<file path="src/rtl/program_loader.sv">
// program_loader: receives a length-prefixed byte stream from a host and writes
// the assembled little-endian instruction words into the core instruction memory.
module program_loader #(
  parameter int WORD_LEN  = 32,
  parameter int MAX_WORDS = 1024,
  parameter int TIMEOUT   = 1000
) (
  input  logic                clk,
  input  logic                rst,
  input  logic                byte_valid,
  input  logic [7:0]          byte_data,
  output logic                byte_ready,
  input  logic                restart,
  output logic                ins_write,
  output logic [WORD_LEN-1:0] instruction_out,
  output logic [10:0]         words_loaded,
  output logic                core_run,
  output logic                load_err
);
  localparam int NB = WORD_LEN / 8;
  localparam int IW = NB > 1 ? $clog2(NB) : 1;
  localparam int TW = $clog2(TIMEOUT + 1);
  localparam logic [2:0] HDR0  = 3'd0;
  localparam logic [2:0] HDR1  = 3'd1;
  localparam logic [2:0] DATA  = 3'd2;
  localparam logic [2:0] WRITE = 3'd3;
  localparam logic [2:0] DONE  = 3'd4;
  localparam logic [2:0] ERROR = 3'd5;

  logic [2:0]          state_q, state_d;
  logic [15:0]         len_q, len_d;
  logic [IW-1:0]       idx_q, idx_d;
  logic [WORD_LEN-1:0] word_q, word_d;
  logic [WORD_LEN-1:0] instr_q, instr_d;
  logic [10:0]         cnt_q, cnt_d;
  logic [TW-1:0]       to_q, to_d;
  logic                wr_q, wr_d;
  logic                acc, last;
  logic [15:0]         hdr_len;
  logic [WORD_LEN-1:0] packed_word;

  assign byte_ready      = state_q == HDR0 || state_q == HDR1 || state_q == DATA;
  assign acc             = byte_valid && byte_ready;
  assign last            = idx_q == IW'(NB - 1);
  assign hdr_len         = {byte_data, len_q[7:0]};
  // Bytes shift in from the top so the first byte lands in bits [7:0].
  assign packed_word     = (word_q >> 8) | (WORD_LEN'(byte_data) << (WORD_LEN - 8));
  assign ins_write       = wr_q;
  assign instruction_out = instr_q;
  assign words_loaded    = cnt_q;
  assign core_run        = state_q == DONE;
  assign load_err        = state_q == ERROR;

  always_comb begin
    state_d = state_q;
    len_d   = len_q;
    idx_d   = idx_q;
    word_d  = word_q;
    instr_d = instr_q;
    cnt_d   = cnt_q;
    to_d    = (state_q == HDR1 || state_q == DATA) && !acc ? to_q + TW'(1) : '0;
    if (restart) begin
      state_d = HDR0;
      len_d   = '0;
      idx_d   = '0;
      word_d  = '0;
      cnt_d   = '0;
      to_d    = '0;
    end else begin
      case (state_q)
        HDR0: if (acc) begin
          len_d[7:0] = byte_data;
          state_d    = HDR1;
        end
        HDR1: if (acc) begin
          len_d   = hdr_len;
          state_d = (hdr_len == 16'd0 || hdr_len > 16'(MAX_WORDS)) ? ERROR : DATA;
        end else if (to_d == TW'(TIMEOUT)) begin
          state_d = ERROR;
        end
        DATA: if (acc) begin
          word_d  = packed_word;
          idx_d   = last ? '0 : idx_q + IW'(1);
          instr_d = last ? packed_word : instr_q;
          state_d = last ? WRITE : DATA;
        end else if (to_d == TW'(TIMEOUT)) begin
          state_d = ERROR;
        end
        WRITE: begin
          cnt_d   = cnt_q + 11'd1;
          state_d = ({5'd0, cnt_d} == len_q) ? DONE : DATA;
        end
        default: ;
      endcase
    end
    wr_d = state_d == WRITE;
  end

  always_ff @(posedge clk or negedge rst) begin
    if (!rst) begin
      state_q <= HDR0;
      len_q   <= '0;
      idx_q   <= '0;
      word_q  <= '0;
      instr_q <= '0;
      cnt_q   <= '0;
      to_q    <= '0;
      wr_q    <= 1'b0;
    end else begin
      state_q <= state_d;
      len_q   <= len_d;
      idx_q   <= idx_d;
      word_q  <= word_d;
      instr_q <= instr_d;
      cnt_q   <= cnt_d;
      to_q    <= to_d;
      wr_q    <= wr_d;
    end
  end
endmodule

</file>
<file path="config.mk">
export PLATFORM = sky130hd
export DESIGN_NAME = program_loader
export DESIGN_NICKNAME = d
export VERILOG_FILES = /design/src/rtl/program_loader.sv
export SDC_FILE = /design/constraint.sdc
export NUM_CORES = 1
export LEC_CHECK = 0
export CAP_MARGIN = 40
export CORE_MARGIN = 1.5
export CORE_UTILIZATION = 42
export CTS_CLUSTER_DIAMETER = 100
export CTS_CLUSTER_SIZE = 14
export DETAILED_ROUTE_END_ITERATION = 12
export PLACE_DENSITY = 0.6
export SLEW_MARGIN = 20
export SYNTH_ARGS = -nofsm -noshare
export SYNTH_HDL_FRONTEND = slang
export SYNTH_SLANG_ARGS = --single-unit
</file>
<file path="constraint.sdc">
create_clock -name clk -period 7.4 [get_ports clk]
set_input_delay 1.85 -clock clk [delete_from_list [all_inputs] [get_ports clk]]
set_output_delay 1.85 -clock clk [all_outputs]
set_load 0.005 [all_outputs]
</file>
* Word-level counts from Yosys, hierarchy flattened *
Index checks and enable logic that the tools add are counted.

word-level totals
  bits in registers = 107
  output and inout bits = 47
  logic and storage cells = 68
  input port bits = 12

cells by class
  reduce and logical (&&, ||, !) cells = 18
  multiplexer cells = 25
  bitwise operators = 2
  equality and inequality tests = 10
  add/sub/neg operators = 3
  magnitude comparators = 1

operators with widths
  operator                                              number
  two-way mux 32 bit                                    3
  two-way mux 16 bit                                    2
  OR 24 x 32 -> 32 bit                                  1
  two-way mux 11 bit                                    2
  two-way mux 3 bit                                     7
  two-way mux 10 bit                                    2
  == test 11 x 16 -> 1 bit                              1
  > comparator 16 x 11 -> 1 bit, second input constant  1
  zero test 16 bit                                      1
  two-way mux 8 bit                                     2
  one-hot mux 8 bit (2 select lines)                    1
  one-hot mux 3 bit (4 select lines)                    1
  adder 11 x 1 -> 11 bit, second input constant         1
  adder 10 x 1 -> 10 bit, second input constant         1
  == test 10 bit, second input constant                 1
  nonzero test 2 bit                                    5
  == test 3 x 2 -> 1 bit, second input constant         3
  two-way mux 2 bit                                     4
  == test 3 bit, second input constant                  2
  logical OR 1 bit                                      4
  AND reduction 2 bit                                   2
  AND reduction 4 bit                                   1
  == test 3 x 1 -> 1 bit, second input constant         1
  zero test 3 bit                                       1
  other kinds (8)                                       9

* Logic depth before layout (Yosys ltp) *
  depth after elaboration = 13
  mapped depth = 11
  depth with buffers taken out = 9

* Least setup slack after synthesis *
No wires, ideal clock.

  path kind = in2reg
  start point = input port byte_data[1]
  end point = register instr_q[10], in the netlist instruction_out[10]
  path buffers = 1
  required time = 7275 ps
  cell stages on the path = 9
  data arrival time = 3776 ps
  setup slack = 3499 ps
  library setup time = 125 ps
  cells stage by stage = nor4_1 nand3_1 xnor2_1 nor3_2 a2111oi_0 or3_1 nor3b_4 buf_6 mux2_4

RTL lines
  element               RTL line  text
  start, declared       11        input logic [7:0] byte_data,
  end signal, assigned  114       instr_q <= instr_d;
  end, declared         34        logic [WORD_LEN-1:0] instr_q, instr_d;

==> impl_metrics.csv <==
group,metric,value,unit
run_status,outcome,"completed",
worst_setup_path,cp-end-kind,"flop",
sta,fin_crit,4515,ps
logic_synthesis,synth_mux_area_share,10.36,%
cells_and_area,nFillCells,1028,
logic_synthesis,synth_cells,460,
logic_synthesis,avgSynthCellArea,10.26,sq um
clock_tree,cts_hold_buf,0,
sta,fmax,221.5,MHz
logic_synthesis,yosysTopAreaCell,"dfrtp_1",
logic_synthesis,synth.most_common_cell,"dfrtp_1",
logic_synthesis,synth_top_area_share,52.48,%
detailed_routing,vias_per_cell,5.237,
logic_synthesis,synth-seq-cells,99,
detailed_routing,drc,0,
clock_tree,cts_root_buffer,"clkbuf_8",
clock_tree,clock_path_buffers,2,
sta,worst_pin_slew,802.1,ps
logic_synthesis,yosysSeqAreaShare,52.48,%
worst_setup_path,start_kind,"input pin",
worst_setup_path,cp_data_arrival_time,4790,ps
global_routing,antenna_found_initial,0,
sta,worst_slack,2885,ps
placement,dp_cells,637,
die,dieArea,11890,sq um
placement,dp_hpwl,6771,um
clock_tree,htree_levels,3,
logic_synthesis,synthFlopType,"dfrtp_1",
detailed_routing,vias,3425,
logic_synthesis,synth_edf_count,0,
global_routing,grt_max_degree,62,
pwr,leakage,0.002350,uW
placement,routabilityCongestion,0.7846,
detailed_routing,routed_wl,10020,um
sta,fin_skew,15.44,ps
logic_synthesis,synth_fa_ha_area_share,0.7951,%
sta,tns,0,ps
clock_tree,cts_resized,0,
detailed_routing,first_pass_iters,4,
die,ios,59,
die,core_area,10890,sq um
clock_tree,clkLatencyLatePin,380,ps
pwr,ir_drop,0.0001270,V
cells_and_area,areaGrowthSynthToFinish,19.06,%
logic_synthesis,yosys-top-cells-count,"99 x dfrtp_1, 96 x nand2_1, 52 x a21oi_1, 29 x mux2_4, 29 x nor2_1",
worst_setup_path,path_max_fanout,33,
logic_synthesis,async_flop_share,100.0,%
logic_synthesis,synth_simple_gate_area_share,18.87,%
run,maxCapViolCount,0,
min_path,min_path_type,"flop to flop",
logic_synthesis,yosys_warnings,0,
sta,fin_crit_sh,61.01,%
detailed_routing,drt_iter0_drc,123,
sta,finalHoldWorstSlack,503.9,ps
logic_synthesis,synth_area_leaders,"dfrtp_1 52%, mux2_4 9.2%, nand2_1 7.6%",
cells_and_area,fin_cells,654,
logic_synthesis,synth_compound_area_share,8.799,%
sta,slew_headroom,46.29,%
logic_synthesis,syn_nets,475,
placement,pre_cts_ws,2460,ps
clock_tree,cts_setup_buffers,0,
logic_synthesis,synth_cell_types,47,
die,fp.dieW,109.0,um
clock_tree,path_clk_slew,100,ps
logic_synthesis,synth_xor_area_share,5.566,%
sta,maxSlewViolCount,0,
placement,portBuffers,58,
sta,setup-violations-final,0,
global_routing,grtUsageTotal,18.48,%
worst_setup_path,critPathKind,"input pin to flop",
pwr,p_per_area,177.8,nW/um^2
die,rows,38,
logic_synthesis,syn_area,4721,sq um
cells_and_area,num-nets-final,524,
sta,finalHoldViolCount,0,
global_routing,grt_pass1_vias,3367,
sta,grt_setup_unrepaired,"false",
cells_and_area,antennaDiodeCount,0,
global_routing,grt_pass1_wl,16850,um
clock_tree,cts_made_buffers,9,
clock_tree,cts_tree,"done",
cells_and_area,final_util,51.62,%
die,initial_utilization,43.36,%
clock_tree,cts_sinks,99,
global_routing,overflow,0,
detailed_routing,avgRoutedWirePerCell,15.33,um
worst_setup_path,worst_ep_required_time,7670,ps
detailed_routing,ant_nets,0,
die,die_y,109.0,um
logic_synthesis,synth_top_family_by_area,"simple AND/OR/NAND/NOR gates",
cells_and_area,layout-drive-gt1-share,12.26,%
path summary, 6_finish.rpt:
| check | depth (start not counted) | startpoint | slack, ps | end |
|---|---|---|---|---|
| max in group asynchronous | 2 | rst | 4830 | word_q[26] |
| min in group asynchronous | 1 | rst | 1430 | to_q[4] |
| worst min register to register | 1 | to_q[0] | 500 | to_q[0] |
| worst max-delay path | 10 | byte_data[1] | 2890 | instruction_out[1] |
| worst max register to register | 8 | state_q[0] | 4220 | instruction_out[1] |
| worst min-delay path | 1 | to_q[0] | 500 | to_q[0] |
routing by layer:
layer | global-route usage (%) | vias to the layer above | wire (um)
met2 | 27.41 | 59 | 4625
met5 | 0 | - | 0
met1 | 26.63 | 1687 | 4921
met3 | 3.108 | 13 | 303
li1 | - | 1666 | -
met4 | 7.801 | 0 | 173
report_power, final:
part | internal [uW] | total (uW) | switching (uW)
combinational | 27.9 | 69.1 | 41.2
sequential | 548 | 556 | 8.14
clock | 178 | 374 | 196
total | 754 | 999 | 246
cell usage in the layout (no fill, tap or decap), types with 10 or more instances in the layout:
cell type and instances:
nor2_1 29, dfrtp_1 99, xor2_1 10, xnor2_1 20, nand2_1 96, nand3_1 16
clkbuf_8 11, mux2_4 29, clkdlybuf4s50_1 56, a21oi_1 52
state kept, by name, indices dropped and copies added (netlist names):
signal / flops
len_q: 16
instruction_out: 32
word_q: 24
words_loaded: 11
state_q: 3
ins_write: 1
idx_q: 2
to_q: 10
metrics by stage:
stage,power (uW),area [sq um]
2_1_floorplan,600.2,4721
5_1_grt,1043,5620
6_report,999.5,5620
3_5_place_dp,636.8,5405
4_1_cts,1011,5615
3_3_place_gp,634.2,5355
critical path: stages:
cell and delay (ps):
clkdlybuf4s50_1 490, nor4_1 300, nand3_1 120, xnor2_1 200
nor3_2 90, a2111oi_0 430, or3_1 200, nor3b_4 170
buf_4 510, mux2_2 410
kinds of logic after synthesis:
| group | after synthesis |
|---|---|
| simple gates | 189 |
| flops | 99 |
| compound gates | 74 |
| mux | 34 |
| buf+inv | 31 |
| xor+xnor | 30 |
| fa+ha+maj | 3 |
final cells by class:
type | instances | area [sq um] | area share, %
Timing Repair Buffer | 64 | 643.1 | 11.44
Tap cell | 140 | 175.2 | 3.117
Inverter | 5 | 18.77 | 0.3339
Multi-Input combinational cell | 330 | 2096 | 37.29
Clock buffer | 12 | 155.1 | 2.760
Sequential cell | 99 | 2477 | 44.08
Clock inverter | 4 | 55.05 | 0.9795
Power figures use the tool's default switching activity.
